===== config.mk =====
export PLATFORM = sky130hd
export DESIGN_NAME = usb_fs_nb_in_ep_sched
export DESIGN_NICKNAME = d
export VERILOG_FILES = /design/src/rtl/usb_consts_pkg.sv /design/src/rtl/usb_in_ep_slot.sv /design/src/rtl/usb_fs_nb_in_ep_sched.sv
export SDC_FILE = /design/constraint.sdc
export NUM_CORES = 1
export LEC_CHECK = 0
export CAP_MARGIN = 20
export CORE_AREA = 2 2 147 177
export CTS_BUF_LIST = sky130_fd_sc_hd__clkbuf_2 sky130_fd_sc_hd__clkbuf_4 sky130_fd_sc_hd__clkbuf_8
export DETAILED_ROUTE_END_ITERATION = 6
export DIE_AREA = 0 0 149 179
export SETUP_SLACK_MARGIN = 0.15
export SLEW_MARGIN = 20
export SYNTH_ARGS = -nofsm -noshare
export SYNTH_HDL_FRONTEND = slang
export SYNTH_SLANG_ARGS = --single-unit

===== constraint.sdc =====
create_clock -name clk_48mhz_i -period 2.7 [get_ports clk_48mhz_i]
set_input_delay 0.54 -clock clk_48mhz_i [delete_from_list [all_inputs] [get_ports clk_48mhz_i]]
set_output_delay 0.54 -clock clk_48mhz_i [all_outputs]
set_load 0.01 [all_outputs]

===== src/rtl/usb_consts_pkg.sv =====
// Shared USB constants and types for the IN endpoint scheduler.
package usb_consts_pkg;

    typedef enum logic {
        StIdle = 1'b0,
        StBusy = 1'b1
    } sched_state_e;

    localparam int RollbackCntW = 8;

endpackage


===== src/rtl/usb_in_ep_slot.sv =====
// One IN endpoint's queued packet descriptor (pend/buf/size) and its stall flag.
module usb_in_ep_slot
    import usb_consts_pkg::*;
#(
    parameter int BufW  = 5,
    parameter int SizeW = 6
) (
    input  logic             clk_i,
    input  logic             rst_i,
    input  logic             link_reset_i,
    input  logic             wr_i,
    input  logic             cancel_i,
    input  logic [BufW-1:0]  buf_i,
    input  logic [SizeW-1:0] size_i,
    input  logic             ack_clr_i,
    input  logic             stall_set_i,
    input  logic             stall_clr_i,
    output logic             pend_o,
    output logic [BufW-1:0]  buf_o,
    output logic [SizeW-1:0] size_o,
    output logic             stall_o
);

    logic             pend_q, pend_d;
    logic [BufW-1:0]  buf_q, buf_d;
    logic [SizeW-1:0] size_q, size_d;
    logic             stall_q, stall_d;

    always_comb begin
        pend_d  = pend_q;
        buf_d   = buf_q;
        size_d  = size_q;
        // Clear beats set; a bus reset leaves stall untouched.
        stall_d = (stall_q | stall_set_i) & ~stall_clr_i;
        if (link_reset_i) begin
            pend_d = 1'b0;
        end else if (wr_i) begin
            pend_d = ~cancel_i;
            if (!cancel_i) begin
                buf_d  = buf_i;
                size_d = size_i;
            end
        end else if (ack_clr_i) begin
            pend_d = 1'b0;
        end
    end

    always_ff @(posedge clk_i) begin
        if (rst_i) begin
            pend_q  <= 1'b0;
            buf_q   <= '0;
            size_q  <= '0;
            stall_q <= 1'b0;
        end else begin
            pend_q  <= pend_d;
            buf_q   <= buf_d;
            size_q  <= size_d;
            stall_q <= stall_d;
        end
    end

    assign pend_o  = pend_q;
    assign buf_o   = buf_q;
    assign size_o  = size_q;
    assign stall_o = stall_q;

endmodule


===== src/rtl/usb_fs_nb_in_ep_sched.sv =====
// Per-endpoint IN packet scheduler for the non-buffered IN protocol engine.
// Optional USB_IN_SCHED_ROLLBACK_CNT_EN adds a saturating rollback counter port.
module usb_fs_nb_in_ep_sched
    import usb_consts_pkg::*;
#(
    parameter int NumInEps         = 12,
    parameter int MaxInPktSizeByte = 32,
    parameter int NumBufs          = 32,
    parameter int PktW             = $clog2(MaxInPktSizeByte),
    parameter int InEpW            = $clog2(NumInEps),
    parameter int BufW             = $clog2(NumBufs),
    parameter int SizeW            = PktW + 1,
    parameter int RamAw            = BufW + PktW
) (
    input  logic                clk_48mhz_i,
    input  logic                rst_i,
    input  logic                link_reset_i,
    input  logic                cfg_we_i,
    input  logic [3:0]          cfg_ep_i,
    input  logic [BufW-1:0]     cfg_buf_i,
    input  logic [SizeW-1:0]    cfg_size_i,
    input  logic                cfg_cancel_i,
    output logic                cfg_err_o,
    input  logic [NumInEps-1:0] stall_set_i,
    input  logic [NumInEps-1:0] stall_clr_i,
    input  logic [3:0]          in_ep_current_i,
    input  logic                in_ep_newpkt_i,
    input  logic [PktW-1:0]     in_ep_get_addr_i,
    input  logic                in_ep_data_get_i,
    input  logic                in_ep_acked_i,
    input  logic                in_ep_rollback_i,
    output logic [NumInEps-1:0] in_ep_stall_o,
    output logic [NumInEps-1:0] in_ep_has_data_o,
    output logic [NumInEps-1:0] in_ep_data_done_o,
    output logic [7:0]          in_ep_data_o,
    output logic [RamAw-1:0]    ram_raddr_o,
    input  logic [7:0]          ram_rdata_i,
`ifdef USB_IN_SCHED_ROLLBACK_CNT_EN
    output logic [RollbackCntW-1:0] rollback_cnt_o,
`endif
    output logic                sent_o,
    output logic [3:0]          sent_ep_o,
    output logic [BufW-1:0]     sent_buf_o
);

    sched_state_e     state_q, state_d;
    logic [InEpW-1:0] ep_q, ep_d;
    logic             sent_q, sent_d;
    logic [3:0]       sent_ep_q, sent_ep_d;
    logic [BufW-1:0]  sent_buf_q, sent_buf_d;
    logic             cfg_err_q, cfg_err_d;

    logic [NumInEps-1:0] slot_wr, slot_ack, pend_v, stall_v;
    logic [BufW-1:0]     buf_v  [NumInEps];
    logic [SizeW-1:0]    size_v [NumInEps];
    logic [BufW-1:0]     cur_buf, ep_buf;
    logic                busy, cfg_hit_busy, cfg_size_bad, cfg_ok, ack_fire;

    // The data_get strobe is only observed; the RAM read follows get_addr alone.
    logic unused_data_get;
    assign unused_data_get = in_ep_data_get_i;

    always_comb begin
        cur_buf = '0;
        ep_buf  = '0;
        for (int i = 0; i < NumInEps; i++) begin
            if (in_ep_current_i == 4'(i)) cur_buf = buf_v[i];
            if (ep_q == InEpW'(i))        ep_buf  = buf_v[i];
        end
    end

    assign ram_raddr_o  = {cur_buf, in_ep_get_addr_i};
    assign in_ep_data_o = ram_rdata_i;

    // size == MaxInPktSizeByte never completes; the engine stops at get_addr all-ones.
    always_comb begin
        in_ep_data_done_o = '0;
        for (int i = 0; i < NumInEps; i++) begin
            in_ep_data_done_o[i] = (in_ep_current_i == 4'(i)) &&
                                   ({1'b0, in_ep_get_addr_i} >= size_v[i]);
        end
    end

    always_comb begin
        busy         = (state_q == StBusy);
        cfg_hit_busy = busy && (cfg_ep_i == 4'(ep_q));
        cfg_size_bad = !cfg_cancel_i && (cfg_size_i > SizeW'(MaxInPktSizeByte));
        cfg_ok       = cfg_we_i && !link_reset_i && (cfg_ep_i < 4'(NumInEps)) &&
                       !cfg_hit_busy && !cfg_size_bad;
        cfg_err_d    = cfg_we_i && !link_reset_i && !cfg_ok;
        ack_fire     = busy && in_ep_acked_i && !link_reset_i;
        slot_wr      = '0;
        slot_ack     = '0;
        for (int i = 0; i < NumInEps; i++) begin
            slot_wr[i]  = cfg_ok && (cfg_ep_i == 4'(i));
            slot_ack[i] = ack_fire && (ep_q == InEpW'(i));
        end
    end

    always_comb begin
        state_d    = state_q;
        ep_d       = ep_q;
        sent_d     = 1'b0;
        sent_ep_d  = sent_ep_q;
        sent_buf_d = sent_buf_q;
        if (link_reset_i) begin
            state_d = StIdle;
        end else begin
            case (state_q)
                StIdle: begin
                    if (in_ep_newpkt_i) begin
                        state_d = StBusy;
                        ep_d    = in_ep_current_i[InEpW-1:0];
                    end
                end
                StBusy: begin
                    if (in_ep_acked_i) begin
                        state_d    = StIdle;
                        sent_d     = 1'b1;
                        sent_ep_d  = 4'(ep_q);
                        sent_buf_d = ep_buf;
                    end else if (in_ep_rollback_i) begin
                        state_d = StIdle;
                    end else if (in_ep_newpkt_i) begin
                        ep_d = in_ep_current_i[InEpW-1:0];
                    end
                end
                default: state_d = StIdle;
            endcase
        end
    end

    always_ff @(posedge clk_48mhz_i) begin
        if (rst_i) begin
            state_q    <= StIdle;
            ep_q       <= '0;
            sent_q     <= 1'b0;
            sent_ep_q  <= '0;
            sent_buf_q <= '0;
            cfg_err_q  <= 1'b0;
        end else begin
            state_q    <= state_d;
            ep_q       <= ep_d;
            sent_q     <= sent_d;
            sent_ep_q  <= sent_ep_d;
            sent_buf_q <= sent_buf_d;
            cfg_err_q  <= cfg_err_d;
        end
    end

    for (genvar g = 0; g < NumInEps; g++) begin : g_slot
        usb_in_ep_slot #(
            .BufW  (BufW),
            .SizeW (SizeW)
        ) u_slot (
            .clk_i        (clk_48mhz_i),
            .rst_i        (rst_i),
            .link_reset_i (link_reset_i),
            .wr_i         (slot_wr[g]),
            .cancel_i     (cfg_cancel_i),
            .buf_i        (cfg_buf_i),
            .size_i       (cfg_size_i),
            .ack_clr_i    (slot_ack[g]),
            .stall_set_i  (stall_set_i[g]),
            .stall_clr_i  (stall_clr_i[g]),
            .pend_o       (pend_v[g]),
            .buf_o        (buf_v[g]),
            .size_o       (size_v[g]),
            .stall_o      (stall_v[g])
        );
    end

`ifdef USB_IN_SCHED_ROLLBACK_CNT_EN
    logic [RollbackCntW-1:0] rb_cnt_q, rb_cnt_d;

    always_comb begin
        rb_cnt_d = rb_cnt_q;
        if (link_reset_i) begin
            rb_cnt_d = '0;
        end else if (in_ep_rollback_i && (rb_cnt_q != '1)) begin
            rb_cnt_d = rb_cnt_q + 1'b1;
        end
    end

    always_ff @(posedge clk_48mhz_i) begin
        if (rst_i) rb_cnt_q <= '0;
        else       rb_cnt_q <= rb_cnt_d;
    end

    assign rollback_cnt_o = rb_cnt_q;
`endif

    assign in_ep_has_data_o = pend_v;
    assign in_ep_stall_o    = stall_v;
    assign sent_o           = sent_q;
    assign sent_ep_o        = sent_ep_q;
    assign sent_buf_o       = sent_buf_q;
    assign cfg_err_o        = cfg_err_q;

endmodule


== Word level (Yosys, flattened, before mapping) ==
Cells that the tools add are included.

* Bits in registers: 172
* Input bits: 65

* Magnitude comparators: 14
* Equality and inequality tests: 36
* Mux-type cells: 57
* Bitwise logic cells: 39
* Reductions and logical operators: 81

{| class="wikitable"
|+ Operator list
! kind !! count
|-
| two-way mux 5 bit || 24
|-
| greater-or-equal comparator 5 x 6 -> 1 bit || 12
|-
| == test 4 x 3 -> 1 bit (second input constant) || 12
|-
| == test 4 bit (second input constant) || 12
|-
| logical AND 1 bit || 45
|-
| AND reduction 3 bit || 14
|-
| two-way mux 1 bit || 28
|-
| == test 4 x 2 -> 1 bit (second input constant) || 6
|-
| nonzero test 2 bit || 12
|-
| inverter 1 bit || 15
|-
| AND 1 bit || 12
|-
| == test 4 x 1 -> 1 bit (second input constant) || 3
|-
| logical NOT 4 bit || 3
|-
| two-way mux 4 bit || 3
|-
| bitwise OR 1 bit || 12
|-
| one-hot mux 4 bit (2 select lines) || 1
|-
| greater-than comparator 6 bit (second input constant) || 1
|-
| logical NOT 1 bit || 5
|-
| == test 4 bit || 1
|-
| < comparator 4 bit (second input constant) || 1
|-
| != test 2 bit (second input constant) || 2
|-
| OR reduction 3 bit || 1
|-
| one-hot mux 1 bit (2 select lines) || 1
|-
| OR reduction 2 bit || 1
|}

== Logic depth before layout (Yosys ltp) ==
* Word-level depth: 13
* Depth in mapped cells: 8
* Mapped depth without buffers: 7

== Modules after synthesis ==
A second synthesis with hierarchy kept.

* Cell total of the unflattened synthesis: 1,163
* Area total of the unflattened synthesis: 10,730.3 µm²

{| class="wikitable"
|+ Modules (own cells, without submodules)
! module !! instances !! cells an instance !! area an instance (µm²) !! sequential area each (µm²)
|-
| usb_in_ep_slot || 12 || 55 || 584.3 || 260.2
|-
| usb_fs_nb_in_ep_sched || 1 || 503 || 3,718.6 || 320.3
|}

== Worst setup path after synthesis ==
Ideal clock, no wire load.

* Path type: input -> output
* From: in in_ep_current_i[1]
* To: out in_ep_data_done_o[6]
* Arrival time: 1.991 ns
* Setup slack: 0.169 ns
* Stages on the path: 5
* Buffers on the path: 3
* Path through: buf_2 > buf_2 > clkbuf_1 > nand3_1 > a2111oi_0

* Word-level cells in the longest chain between the ends: 2

{| class="wikitable"
|+ Ends and longest elaborated chain
! what !! RTL line !! RTL
|-
| start: declaration || usb_fs_nb_in_ep_sched.sv:26 || <nowiki>input logic [3:0] in_ep_current_i,</nowiki>
|-
| == test 4 x 3 -> 1 bit || usb_fs_nb_in_ep_sched.sv:79 || <nowiki>in_ep_data_done_o[i] = (in_ep_current_i == 4'(i)) &&</nowiki>
|-
| logical AND 1 bit || usb_fs_nb_in_ep_sched.sv:79 ||
|-
| end: declaration || usb_fs_nb_in_ep_sched.sv:34 || <nowiki>output logic [NumInEps-1:0] in_ep_data_done_o,</nowiki>
|}

Every way passes these cells.

== Final worst setup path ==
* From: reg g_slot[9].u_slot.size_q[0]
* To: out in_ep_data_done_o[9]

* Word-level cells in the longest chain between the ends: 2

{| class="wikitable"
|+ Ends and longest elaborated chain
! what !! RTL line !! RTL
|-
| start: declaration || usb_in_ep_slot.sv:26 || <nowiki>logic [SizeW-1:0] size_q, size_d;</nowiki>
|-
| start signal: assignment || usb_in_ep_slot.sv:57 || <nowiki>size_q <= size_d;</nowiki>
|-
| greater-or-equal comparator 5 x 6 -> 1 bit || usb_fs_nb_in_ep_sched.sv:80 || <nowiki>({1'b0, in_ep_get_addr_i} >= size_v[i]);</nowiki>
|-
| logical AND 1 bit || usb_fs_nb_in_ep_sched.sv:79 ||
|}

Every way passes these cells.

==> results.py <==
metrics = {
    "outcome": {
        "status": "completed",
    },
    "sta": {
        "max_slew_margin_pct": 58.6,
        "skew_ps": 22.7,
        "final_hold_viol_count": 0,
        "fin_tns_setup_ps": 0,
        "rsz0062_at_grt": "yes",
        "setup_ws_ps": 126,
        "worstMarginPinSlew_ps": 621,
        "drv_slew": 0,
        "setup_violations": 0,
        "fin_crit_ps": 2570,
        "timing.final.crit_share_pct": 95.3,
        "max_freq_ghz": 0.389,
    },
    "yosys": {
        "synth-edff-count": 0,
        "yosysSeqAreaShare_pct": 35.0,
        "synth_area_um2": 9830,
        "ys_types": 55,
        "synthFlopType": "dfxtp_1",
        "ys_warn_count": 0,
        "synth_cells": 1058,
        "async_reset_ff_share_pct": 0,
        "synth.avg_cell_area_um2": 9.29,
        "syn_nets": 1183,
        "synth-seq-cells": 172,
    },
    "cts": {
        "root_buffer": "clkbuf_8",
        "cts.sinks": 172,
        "clkTransAtPathRegs_ps": 120,
        "clock_latency_ps": 470,
        "clock_path_buffers": 2,
        "htreeDepth": 4,
        "cts-buffers-inserted": 17,
        "cts_tree": "done",
        "cts_hold_buf": 0,
    },
    "final_layout": {
        "final_cells": 1554,
        "num_antenna_cells": 0,
        "fin_nets": 1336,
        "final_cell_mix": "dfxtp_1, mux2i_1, nand2b_1",
        "nFillCells": 2393,
        "drive_above_1_share_pct": 23.8,
        "mostFrequentLayoutCell": "dfxtp_1",
        "multi_input_area_um2": 5890,
        "seqCellArea_um2": 3470,
        "final_core_util_pct": 50.2,
        "syn_to_final_growth_pct": 28.3,
    },
    "grt": {
        "grt_start_max_net_pins": 63,
        "grt_first_pass_wirelength_um": 45300,
        "grt_pass1_vias": 8005,
        "grt-ovfl-total": 0,
        "grt_usage_pct": 22.2,
        "antenna_found_initial": 0,
    },
    "critical_path": {
        "reg2reg_to": "sent_buf_o[4]",
        "worstSetupEndpointType": "output port",
        "required_ps": 2160,
        "criticalPathCategory": "reg2out",
        "reg2reg_setup_slack_ps": 720,
        "start_kind": "flop",
        "r2r_cells": 6,
        "cp.arrival_ps": 2030,
        "path_max_fanout": 2,
        "r2r-start": "ep_q[0]",
    },
    "drt": {
        "final_antenna_net_count": 0,
        "dr.pass1.iters": 4,
        "drt_iter0_markers": 408,
        "drc": 0,
        "via_per_inst": 5.17,
        "route.detailed.wl_per_inst_um": 18.5,
        "routed_wl_um": 28700,
        "vias": 8029,
    },
    "place": {
        "post-dp-hpwl_um": 20400,
        "gp_congestion": 0.874,
        "post-place-cells": 1497,
        "numPortBuffers": 112,
        "dp_slack_ps": -910,
    },
    "floorplanning": {
        "core_um2": 25100,
        "dieArea_um2": 26700,
        "die_w_um": 149,
        "start_util_pct": 39.1,
        "ios": 130,
        "die_y_um": 179,
        "rows": 64,
    },
    "hold_path": {
        "min_to": "sent_ep_o[3]",
        "worstHoldStart": "sent_ep_o[3]",
        "hp-class": "reg2reg",
        "whs_path_depth": 2,
    },
    "power": {
        "p_leak_nw": 5.43,
        "powerDensity_nw_per_um2": 406,
        "irDropWorstVdd_v": 0.000275,
    },
    "run": {
        "drv_cap": 0,
    },
}
==> logic make-up (layout without fill, tap and decap cells) <==
logic type / Yosys count / after routing / synth area share [%]
buffers and inverters: 168 / 334 / 8.76
adder cells (fa/ha/maj): 60 / 60 / 7.64
XOR/XNOR: 4 / 4 / 0.356
AO/OA/AOI/OAI: 128 / 128 / 8.76
multiplexers: 168 / 168 / 18.9
AND/OR/NAND/NOR: 358 / 358 / 20.5
flip-flops: 172 / 172 / 35.0
==> per-stage QoR <==
step                hold WS (ps)  power (mW)  instance area, um^2
floorplan                    446        2.98                 9830
global placement             442        3.28                11600
detailed placement           448        3.29                11600
CTS                          464        5.13                12400
global route                 492        5.32                12600
finish                       461        5.12                12600
==> what timing repair did <==
item,4_1_cts,5_1_grt
pin swaps,23,32
setup endpoints to repair,17,16
setup buffers,21,1
resized for setup,166,53
cloned,3,0
==> registers in the layout (all words and copies together), names as in the netlist <==
signal / count
g_slot.u_slot.stall_o: 12
sent_ep_o: 4
g_slot.u_slot.size_o: 72
sent_buf_o: 5
ep_q: 4
sent_o: 1
g_slot.u_slot.buf_o: 60
cfg_err_o: 1
busy: 1
g_slot.u_slot.pend_o: 12
==> worst max-delay path by stage <==
stage	start	to	cells past startpoint
after detailed placement	in_ep_get_addr_i[0]	in_ep_data_done_o[9]	11
after global placement	in_ep_get_addr_i[0]	in_ep_data_done_o[9]	11
after CTS	g_slot[9].u_slot.size_o[0]	in_ep_data_done_o[9]	8
final	g_slot[9].u_slot.size_o[0]	in_ep_data_done_o[9]	8
after floorplan	in_ep_current_i[1]	in_ep_data_done_o[6]	5
after global routing	g_slot[9].u_slot.size_o[0]	in_ep_data_done_o[9]	8
==> synthesized netlist by cell type, types with 8 or more instances <==
library cell | instances | area (um^2)
dfxtp_1 | 172 | 3440
mux4_2 | 14 | 315
o22ai_1 | 14 | 87.6
inv_1 | 57 | 214
a2111oi_0 | 8 | 70.1
clkbuf_1 | 34 | 128
nand2b_1 | 145 | 907
nor3_1 | 29 | 145
a21oi_1 | 23 | 115
nand2_1 | 36 | 135
nand3_1 | 15 | 75.1
ha_1 | 60 | 751
o21ai_0 | 28 | 140
a21o_1 | 10 | 75.1
buf_1 | 16 | 60.1
nor2_1 | 81 | 304
mux2i_1 | 151 | 1510
buf_4 | 38 | 285
buf_2 | 15 | 75.1
a211oi_1 | 10 | 75.1
nor2b_1 | 17 | 106
==> worst max-delay path, stage by stage, from the launching register on <==
cell and delay [ps]:
dfxtp_1 330, ha_1 260, nand2b_1 90, a21oi_1 60, nor2b_1 110, o21ai_1 80, a2111oi_2 340, buf_4 170
buf_2 120
==> area by class of cell <==
type                            instances  share of cell area, %
Multi-Input combinational cell        718                   46.7
Sequential cell                       172                   27.5
Timing Repair Buffer                  245                   17.8
Tap cell                              330                   3.27
Clock buffer                           18                   1.91
Inverter                               57                   1.76
Clock inverter                         14                   1.11
==> report_power, final <==
group	leakage [nW]	switching, mW	internal [mW]
registers	1.40	0.0134	2.55
clock network	0.196	1.11	0.701
logic	3.83	0.378	0.363
total	5.43	1.50	3.62
==> layer usage <==
layer | vias up | GRT usage, % | share of wire, %
li1 | 3931 | - | -
met1 | 3836 | 27.1 | 43
met2 | 201 | 38.8 | 49
met3 | 61 | 2.90 | 4.0
met4 | 0 | 10.4 | 4.2
met5 | - | 0 | 0
Note: power is estimated with default switching activity, not from simulation.
